$ cat src/rtl/apb_slave_regfile.sv
// ---------------------------------------------------------------------------
// apb_slave_regfile
//   APB completer holding DEPTH registers of DATA_W bits. Every transfer takes
//   a fixed WAIT_CYCLES wait states in the access phase before Pready. Addresses
//   at or above DEPTH complete with Pslverr.
//
// Ports
//   Pclk     in   bus clock, rising edge
//   Preset   in   synchronous active-high reset
//   Psel     in   completer select
//   Penable  in   access-phase indicator
//   Pwrite   in   1 = write, 0 = read (latched in setup)
//   Paddr    in   register address (latched in setup)
//   PWdata   in   write data (latched in setup)
//   PRdata   out  read data, non-zero only in a read completion cycle
//   Pready   out  completion cycle indicator
//   Pslverr  out  out-of-range address, asserted only with Pready
// ---------------------------------------------------------------------------
module apb_slave_regfile #(
   parameter int                ADDR_W      = 4,
   parameter int                DATA_W      = 8,
   parameter int                DEPTH       = 12,
   parameter int                WAIT_CYCLES = 2,
   parameter logic [DATA_W-1:0] RESET_VAL   = '0
) (
   input  logic              Pclk,
   input  logic              Preset,
   input  logic              Psel,
   input  logic              Penable,
   input  logic              Pwrite,
   input  logic [ADDR_W-1:0] Paddr,
   input  logic [DATA_W-1:0] PWdata,
   output logic [DATA_W-1:0] PRdata,
   output logic              Pready,
   output logic              Pslverr
);

   typedef enum logic {IDLE, ACCESS} state_t;

   state_t            state;
   logic [3:0]        cnt;
   logic [ADDR_W-1:0] addr_q;
   logic [DATA_W-1:0] data_q;
   logic              write_q;
   logic [DATA_W-1:0] regs [DEPTH];

   logic in_range;
   logic done;

   // All outputs decode registered state only, so there is no input-to-output path.
   assign in_range = int'(addr_q) < DEPTH;
   assign done     = (state == ACCESS) && (cnt == 4'd0);

   assign Pready  = done;
   assign Pslverr = done && !in_range;
   assign PRdata  = (done && !write_q && in_range) ? regs[addr_q] : '0;

   always_ff @(posedge Pclk) begin
      if (Preset) begin
         state   <= IDLE;
         cnt     <= 4'd0;
         addr_q  <= '0;
         data_q  <= '0;
         write_q <= 1'b0;
         for (int i = 0; i < DEPTH; i++) regs[i] <= RESET_VAL;
      end else begin
         case (state)
            IDLE: begin
               // Only a proper setup phase starts a transfer; a bare Penable is ignored.
               if (Psel && !Penable) begin
                  addr_q  <= Paddr;
                  data_q  <= PWdata;
                  write_q <= Pwrite;
                  cnt     <= 4'(WAIT_CYCLES);
                  state   <= ACCESS;
               end
            end
            ACCESS: begin
               if (!Psel) begin
                  state <= IDLE;          // master dropped the transfer: no commit
               end else if (cnt != 4'd0) begin
                  cnt <= cnt - 4'd1;
               end else begin
                  if (write_q && in_range) regs[addr_q] <= data_q;
                  state <= IDLE;          // next setup may arrive in the very next cycle
               end
            end
            default: state <= IDLE;
         endcase
      end
   end

endmodule

$ cat config.mk
export PLATFORM = sky130hd
export DESIGN_NAME = apb_slave_regfile
export DESIGN_NICKNAME = d
export VERILOG_FILES = /design/src/rtl/apb_slave_regfile.sv
export SDC_FILE = /design/constraint.sdc
export NUM_CORES = 1
export LEC_CHECK = 0
export ABC_CLOCK_PERIOD_IN_PS = 2900
export CAP_MARGIN = 20
export CORE_ASPECT_RATIO = 0.75
export CORE_MARGIN = 2
export CORE_UTILIZATION = 63
export CTS_BUF_LIST = sky130_fd_sc_hd__clkbuf_2 sky130_fd_sc_hd__clkbuf_4 sky130_fd_sc_hd__clkbuf_8
export CTS_CLUSTER_SIZE = 10
export DETAILED_ROUTE_END_ITERATION = 7
export PLACE_DENSITY_LB_ADDON = 0.05
export SYNTH_ARGS = -nofsm -noshare
export SYNTH_HDL_FRONTEND = slang
export SYNTH_SLANG_ARGS = --single-unit
$ cat constraint.sdc
create_clock -name Pclk -period 2.9 [get_ports Pclk]
set_input_delay 0.435 -clock Pclk [delete_from_list [all_inputs] [get_ports Pclk]]
set_output_delay 0.435 -clock Pclk [all_outputs]
set_load 0.01 [all_outputs]
### After elaboration in Yosys (flattened, before gate mapping)

Memory sizes are Yosys's and may differ from the RTL's. A register that Yosys moved wholly into a read port is not among the register bits.
Cells that the tools add are included.

* flip-flop bits (word level): 18
* memory bits (writable): 96
* logic and storage cells: 48
* memories: 1

* add/sub/neg operators: 1
* order comparisons: 1
* equality and inequality tests: 3
* multiplexer cells: 22
* bitwise operators: 1
* reduce and logical (&&, ||, !) cells: 14

Memory list
* regs: words 12, bits a word 8, read ports 1, clocked after memory_dff 1, write ports 12, RTL line 45 `logic [DATA_W-1:0] regs [DEPTH];`

Operators with widths (count)
* $mux 4: 6
* $mux 8: 2
* $mux 1: 12
* $pmux 4 s2: 1
* $reduce_or 8->1: 1
* $logic_and 1x1->1: 6
* $logic_not 4->1: 1
* $lt 4x4->1 const B: 1
* $ne 2x2->1 const B: 2
* $reduce_bool 4->1: 1
* $sub 4x1->4 const B: 1
* $logic_not 1->1: 3
* $reduce_and 3->1: 1
* $ne 2x1->1 const B: 1
* $pmux 1 s2: 1
* $reduce_and 2->1: 1
* $not 1->1: 1

### Logic depth before layout (Yosys ltp)

Gate-level depths: netlist (run 1).

* word-level depth: 10
* gate-level depth with buffers: 7

### Worst setup path after synthesis (run 1)

No wires, ideal clock.

* kind: input-to-reg
* from: input Preset
* to: memory regs[10][0] (enable)
* arrival: 1723 ps
* data required time: 2516 ps
* path slack: 793 ps
* stages on the path: 4
* buffers on the path: 1
* cell sequence: clkbuf_1 -> and3b_1 -> nand4b_4 -> o21ai_0

RTL lines
* start, declared: RTL line 27 `input logic Preset,`
* end, declared: RTL line 45

==> out/qor.tcl, run 1 <==
set qor(groute.layer.met1.usage) 0.420
set qor(synth_top_family_by_area) {simple AND/OR/NAND/NOR gates}
set qor(all_layer_gr_usage) 0.289
set qor(route.detailed.wl_per_inst_um) 22.7
set qor(synth_cell_types) 41
set qor(grt.overflow.total) 0
set qor(clockRootBuffer) {clkbuf_8}
set qor(grt-busiest-layer) {met1}
set qor(via_per_inst) 6.16
set qor(fin_nets) 538
set qor(clock_latency_ns) 0.45
set qor(final_min_period_over_clock_period) 0.952
set qor(worst_setup_hold_path_clk_slew_ns) 0.08
set qor(synth_xor_xnor_area_share) 0
set qor(synth-edff-count) 128
set qor(worst_setup_slack_after_placement_ns) 0.350
set qor(ios) 27
set qor(synth_area_mm2) 0.00673
set qor(grt_pass1_vias) 4064
set qor(yosys.area_share.adder) 0.00186
set qor(cts_tree) {done}
set qor(finalNonFillerCells) 669
set qor(drt-total-wl_mm) 15.2
set qor(io_buffer_count) 26
set qor(static-leakage-power_uw) 0.00288
set qor(fp.dieH_um) 93.5
set qor(drt_first_pass_iters) 5
set qor(worst_pin_slew_ns) 0.644
set qor(final_period_minus_worst_setup_slack_ns) 2.76
set qor(setup_total_negative_slack_ns) 0
set qor(worstHoldPathType) {flip-flop to flip-flop}
set qor(maxCapViolations) 0
set qor(post_synth_most_frequent_cells) {edfxtp_1 (128), and2_1 (64), nor3_1 (33)}
set qor(avgSynthCellArea_um2) 15.1
set qor(drtAntennaViolNets) 0
set qor(timing_max_transition_violations_final) 0
set qor(hold_viol_final) 0
set qor(routabilityCongestion) 0.841
set qor(cts_made_buffers) 17
set qor(ctsHtreeMaxLevel) 4
set qor(yosys.area.top_type) {edfxtp_1}
set qor(hpwl_mm) 10.1
set qor(synth-compound-area-share) 0.0283
set qor(synthMuxAreaShare) 0.122
set qor(die_w_um) 123
set qor(powerDensity_mw_per_mm2) 576
set qor(syn_to_final_growth_pct) 17.3
set qor(synthDominantCellAreaShare) 0.571
set qor(ws_path_type) {flip-flop to output port}
set qor(first_pass_grt_wire_length_mm) 23.2
set qor(end_kind) {output port}
set qor(placement_rows) 32
set qor(core_region_area_mm2) 0.0103
set qor(post_synth_main_area_contributors) {edfxtp_1 (57%), mux4_2 (11%), dfxtp_1 (6.5%), and2_1 (6.0%), nor4_4 (2.5%)}
set qor(vdd_drop_max_uv) 501
set qor(cts_max_path_buffers) 2
set qor(remaining_drc_errors) 0
set qor(grt_start_max_net_pins) 33
set qor(timing.clock.skew_ns) 0.00928
set qor(unrepaired_setup_endpoints_after_global_routing) {false}
set qor(num_antenna_cells) 0
set qor(count_leader_synth) {edfxtp_1}
set qor(max_freq_mhz) 362
set qor(dpl.cell_count) 634
set qor(final-seq-area_mm2) 0.00429
set qor(clock_tree_sinks) 150
set qor(worst-endpoint-arrival_ns) 2.33
set qor(routed_vias) 4124
set qor(synth.ff_latch_count) 150
set qor(synth_async_sr_flop_share) 0
set qor(synth_simple_gate_area_share) 0.183
set qor(design_area_mm2) 0.00790
set qor(initial_antenna_violation_count) 0
set qor(drive_gt1_frac) 0.223
set qor(multiInputGateArea_mm2) 0.00241
set qor(grt.met2_usage) 0.410
set qor(synth_flop_cell) {edfxtp_1}
set qor(start_kind) {flip-flop}
set qor(fin_ws_ns) 0.138
set qor(fp.dieArea_mm2) 0.0115
set qor(grt_util_met3) 0.0860
set qor(seq_area_frac_synth) 0.637
set qor(worst-path-max-fanout) 8
set qor(yosys_warn_count) 0
set qor(instance_count_of_the_mapped_netlist) 447
set qor(detailed_place.area_mm2) 0.00735
set qor(drt_first_iter_violations) 482
set qor(max-slew-margin-rel) 0.570
set qor(worst-endpoint-required_ns) 2.47
set qor(fillers) 646
set qor(setup_viol_count_final) 0
set qor(starting_density_of_the_core) 0.651
set qor(status) {complete, no violations}
-- per-layer routing --
layer / routed length, µm / vias up
met5: 0 / -
li1: - / 1822
met3: 1550 / 25
met4: 295 / 0
met1: 6380 / 2046
met2: 6940 / 231
-- cell usage in the layout (no fill, tap or decap), drive strengths merged, types with 2 or more instances in the layout --
master / netlist / final
or3: 2 / 2
o211ai: 8 / 8
mux2i: 10 / 10
mux4: 32 / 32
buf: 21 / 23
nor4: 9 / 9
bufbuf: 0 / 2
and2: 64 / 64
nand4b: 9 / 9
dlymetal6s2s: 0 / 3
or2: 10 / 10
clkinvlp: 0 / 2
dlygate4sd2: 0 / 4
edfxtp: 128 / 128
nand4: 12 / 12
nand2: 27 / 27
nand2b: 4 / 4
o21ai: 4 / 4
a21oi: 15 / 15
clkbuf: 7 / 19
nand3: 3 / 3
clkdlybuf4s50: 0 / 19
dfxtp: 22 / 22
conb: 1 / 32
clkinv: 1 / 6
inv: 12 / 14
nor3: 33 / 33
bufinv: 0 / 4
-- registers in the layout (all words and copies together) (netlist names), named ones only --
register and flops:
data_q 8, write_q 1, regs 128, cnt 4, state 1, addr_q 4
-- power by group --
| part | total, µW | internal (µW) | switching [µW] |
|---|---|---|---|
| Combinational | 335 | 149 | 186 |
| Sequential | 2480 | 2420 | 60.8 |
| Clock | 1730 | 954 | 776 |
| Total | 4550 | 3520 | 1020 |
-- path summary, 6_finish.rpt --
check / from / end / slack [ns] / depth (start not counted)
max: flip-flop / PRdata[4] / 0.14 / 5
min: cnt[0] / cnt[0] / 0.51 / 2
max reg2reg: cnt[0] / regs[11][0] / 0.75 / 8
min reg2reg: cnt[0] / cnt[0] / 0.51 / 2
-- final cells by class --
| type | count | area share |
|---|---|---|
| Clock buffer | 19 | 0.0315 |
| Multi-Input combinational cell | 287 | 0.305 |
| Tap cell | 136 | 0.0215 |
| Timing Repair Buffer | 51 | 0.0697 |
| Inverter | 13 | 0.00618 |
| Clock inverter | 13 | 0.0227 |
| Sequential cell | 150 | 0.543 |
-- repair_timing --
item                       4_1_cts  5_1_grt
hold buffers                     0        0
gates cloned                     2        0
hold endpoints to repair         0        0
gates resized for setup         12        7
setup endpoints to repair        8        4
setup buffers                    1        0
-- stage by stage --
stage,util,hold WS (ns),total power (µW)
2_1_floorplan,-,0.458,2710
3_3_place_gp,0.711,0.470,2830
3_5_place_dp,0.711,0.502,2840
4_1_cts,0.762,0.512,4560
5_1_grt,0.764,0.526,4670
6_report,0.764,0.509,4550
-- critical path: stages, from the launching register on --
cell             delay (ns)
dfxtp_4                0.40
buf_12                 0.15
mux4_2                 0.53
mux2i_2                0.21
o211ai_1               0.11
clkdlybuf4s50_1        0.48
-- cells by family after synthesis --
kind of cell    Yosys count
compound gates           31
fa+ha+maj                 1
buf+inv                  41
flops                   150
mux                      42
other cells               1
simple gates            181
No activity file was read; power rests on OpenSTA's default activity.
==> run 2: changes to the inputs <==
Settings changed: CORE_UTILIZATION 63 to 27.
==> out/qor.tcl, run 2 (same netlist as run 1, synthesis figures left out) <==
set qor(route.detailed.wl_per_inst_um) 20.5 ;# -9.6%
set qor(max-slew-margin-rel) 0.545 ;# -0.0245
set qor(cts_max_path_buffers) 2 ;# unchanged
set qor(clockRootBuffer) {clkbuf_8}
set qor(layout.cells.most_common) {edfxtp_1}
set qor(netSwitchingPower_uw) 1150 ;# +13%
set qor(worst-endpoint-arrival_ns) 2.33 ;# about the same
set qor(holdPathStages) 2 ;# unchanged
set qor(clock_tree_sinks) 150 ;# unchanged
set qor(drtAntennaViolNets) 0 ;# unchanged
set qor(setup_viol_count_final) 0 ;# unchanged
set qor(ctsHtreeMaxLevel) 4 ;# unchanged
set qor(power.sequential.fraction) 0.561 ;# +0.015
set qor(starting_density_of_the_core) 0.278 ;# -0.374
set qor(dpl.cell_count) 835 ;# +32%
set qor(switching_share) 0.261 ;# +0.0358
set qor(worstHoldPathType) {flip-flop to flip-flop}
set qor(worst-r2r-cell-count) 8 ;# unchanged
set qor(hold_viol_final) 0 ;# unchanged
set qor(grt_pass1_vias) 4133 ;# +1.7%
set qor(first_pass_grt_wire_length_mm) 27.0 ;# +16%
set qor(worst_setup_hold_path_clk_slew_ns) 0.09 ;# about the same
set qor(clock_latency_ns) 0.46 ;# about the same
set qor(powerDensity_mw_per_mm2) 542 ;# -5.9%
set qor(rrSetupSlack_ns) 0.89 ;# +0.14 ns
set qor(syn_to_final_growth_pct) 21.3
set qor(worst_pin_slew_ns) 0.681 ;# +0.0367 ns
set qor(power.combinational.fraction) 0.079 ;# +0.005
set qor(finalNonFillerCells) 878 ;# +31%
set qor(io_buffer_count) 26 ;# unchanged
set qor(static-leakage-power_uw) 0.00291 ;# +0.97%
set qor(cts_tree) {done}
set qor(cts_hold_repair.buffers) 0 ;# unchanged
set qor(largest_register) {regs}
set qor(ws_path_type) {flip-flop to output port}
set qor(reg_top3) {regs (128), data_q (8)}
set qor(routabilityCongestion) 0.725 ;# -14%
set qor(grt_start_max_net_pins) 33 ;# unchanged
set qor(ios) 27 ;# unchanged
set qor(multiInputGateArea_mm2) 0.00240 ;# -0.31%
set qor(start_kind) {flip-flop}
set qor(setup_total_negative_slack_ns) 0 ;# unchanged
set qor(via_per_inst) 4.50 ;# -27%
set qor(power.internal_uw) 3270 ;# -7.2%
set qor(fin_nets) 551 ;# +2.4%
set qor(end_kind) {output port}
set qor(unrepaired_setup_endpoints_after_global_routing) {true}
set qor(most_frequent_cells_in_the_layout) {edfxtp_1 (128), and2_1 (64), nor3_1 (33)}
set qor(die_w_um) 186 ;# +51%
set qor(vdd_drop_max_uv) 275 ;# -45%
set qor(fp.dieH_um) 141 ;# +50%
set qor(hpwl_mm) 12.0 ;# +19%
set qor(worst-endpoint-required_ns) 2.47 ;# about the same
set qor(worst-path-max-fanout) 16 ;# +8
set qor(fillers) 2380 ;# +270%
set qor(initial_antenna_violation_count) 1 ;# +1
set qor(drt_first_iter_violations) 289 ;# -40%
set qor(fraction_of_power_consumed_by_the_clock_network) 0.360 ;# -0.020
set qor(status) {complete, no violations}
set qor(cts_made_buffers) 17 ;# unchanged
set qor(drt_first_pass_iters) 5 ;# unchanged
set qor(maxCapViolations) 0 ;# unchanged
set qor(routed_vias) 3952 ;# -4.2%
set qor(final_min_period_over_clock_period) 0.953 ;# +0.000975
set qor(largest_reg_flops) 128 ;# unchanged
set qor(core_region_area_mm2) 0.0242 ;# +130%
set qor(drive_gt1_frac) 0.240 ;# +0.0167
set qor(remaining_drc_errors) 0 ;# unchanged
set qor(timing_max_transition_violations_final) 0 ;# unchanged
set qor(final_period_minus_worst_setup_slack_ns) 2.76 ;# +0.00283 ns
set qor(placement_rows) 49 ;# +53%
set qor(timing.clock.skew_ns) 0.0131 ;# +0.00380 ns
set qor(all_layer_gr_usage) 0.146 ;# -0.143
set qor(grt.overflow.total) 0 ;# unchanged
set qor(fp.dieArea_mm2) 0.0262 ;# +130%
set qor(final-seq-area_mm2) 0.00429 ;# about the same
set qor(max_freq_mhz) 362 ;# -0.10%
set qor(drt-total-wl_mm) 18.0 ;# +19%
==> run 2: worst max-delay path, cell delays in order, from the launching register on <==
cell           delay, ns
dfxtp_4             0.41
buf_12              0.17
buf_4               0.13
mux4_2              0.50
mux2i_2             0.20
o211ai_1            0.15
dlygate4sd2_1       0.32
==> run 2: power by group through the flow <==
stage	Sequential (µW)	Clock, µW	Combinational (µW)
4_1_cts	2480	1640	338
2_1_floorplan	2500	0	214
5_1_grt	2490	1720	380
3_5_place_dp	2530	0	336
3_3_place_gp	2530	0	334
6_report	2480	1590	349
==> run 2: metrics by stage <==
stage	power (µW)	area [µm²]	hold slack [ns]	worst slack, ns	util
floorplan	2710	6850	0.458	0.793	-
global placement	2870	7640	0.474	0.410	0.315
detailed placement	2870	7640	0.483	0.395	0.315
CTS	4460	8020	0.497	0.00286	0.331
global route	4590	8160	0.512	-0.00904	0.337
finish	4420	8160	0.495	0.135	0.337
==> run 2: layout make-up <==
type	count	share of cell area
Clock buffer	17	0.0287
Antenna cell	1	0.000307
Inverter	13	0.00598
Multi-Input combinational cell	287	0.294
Clock inverter	15	0.0176
Sequential cell	150	0.526
Tap cell	331	0.0507
Timing Repair Buffer	64	0.0763
==> run 2: per-layer routing <==
| layer | part of all wire | track usage | routed length [µm] |
|---|---|---|---|
| met1 | 0.51 | 0.215 | 9240 |
| met2 | 0.44 | 0.215 | 7840 |
| met3 | 0.036 | 0.0302 | 646 |
| met4 | 0.015 | 0.0452 | 266 |
| met5 | 0 | 0 | 0 |
==> run 2: final timing paths <==
kind             start          end
min reg2reg     cnt[0]       cnt[0]
min             cnt[0]       cnt[0]
max reg2reg     cnt[0]  regs[11][1]
max          flip-flop    PRdata[1]
==> run 2: repair_timing <==
| item | 4_1_cts | 5_1_grt |
|---|---|---|
| pin swaps | 2 | 0 |
| buffers inserted | 0 | 8 |
| hold endpoints to repair | 0 | 0 |
| endpoints found under the setup margin | 6 | 3 |
| gates resized for setup | 8 | 8 |
| cloned | 0 | 2 |
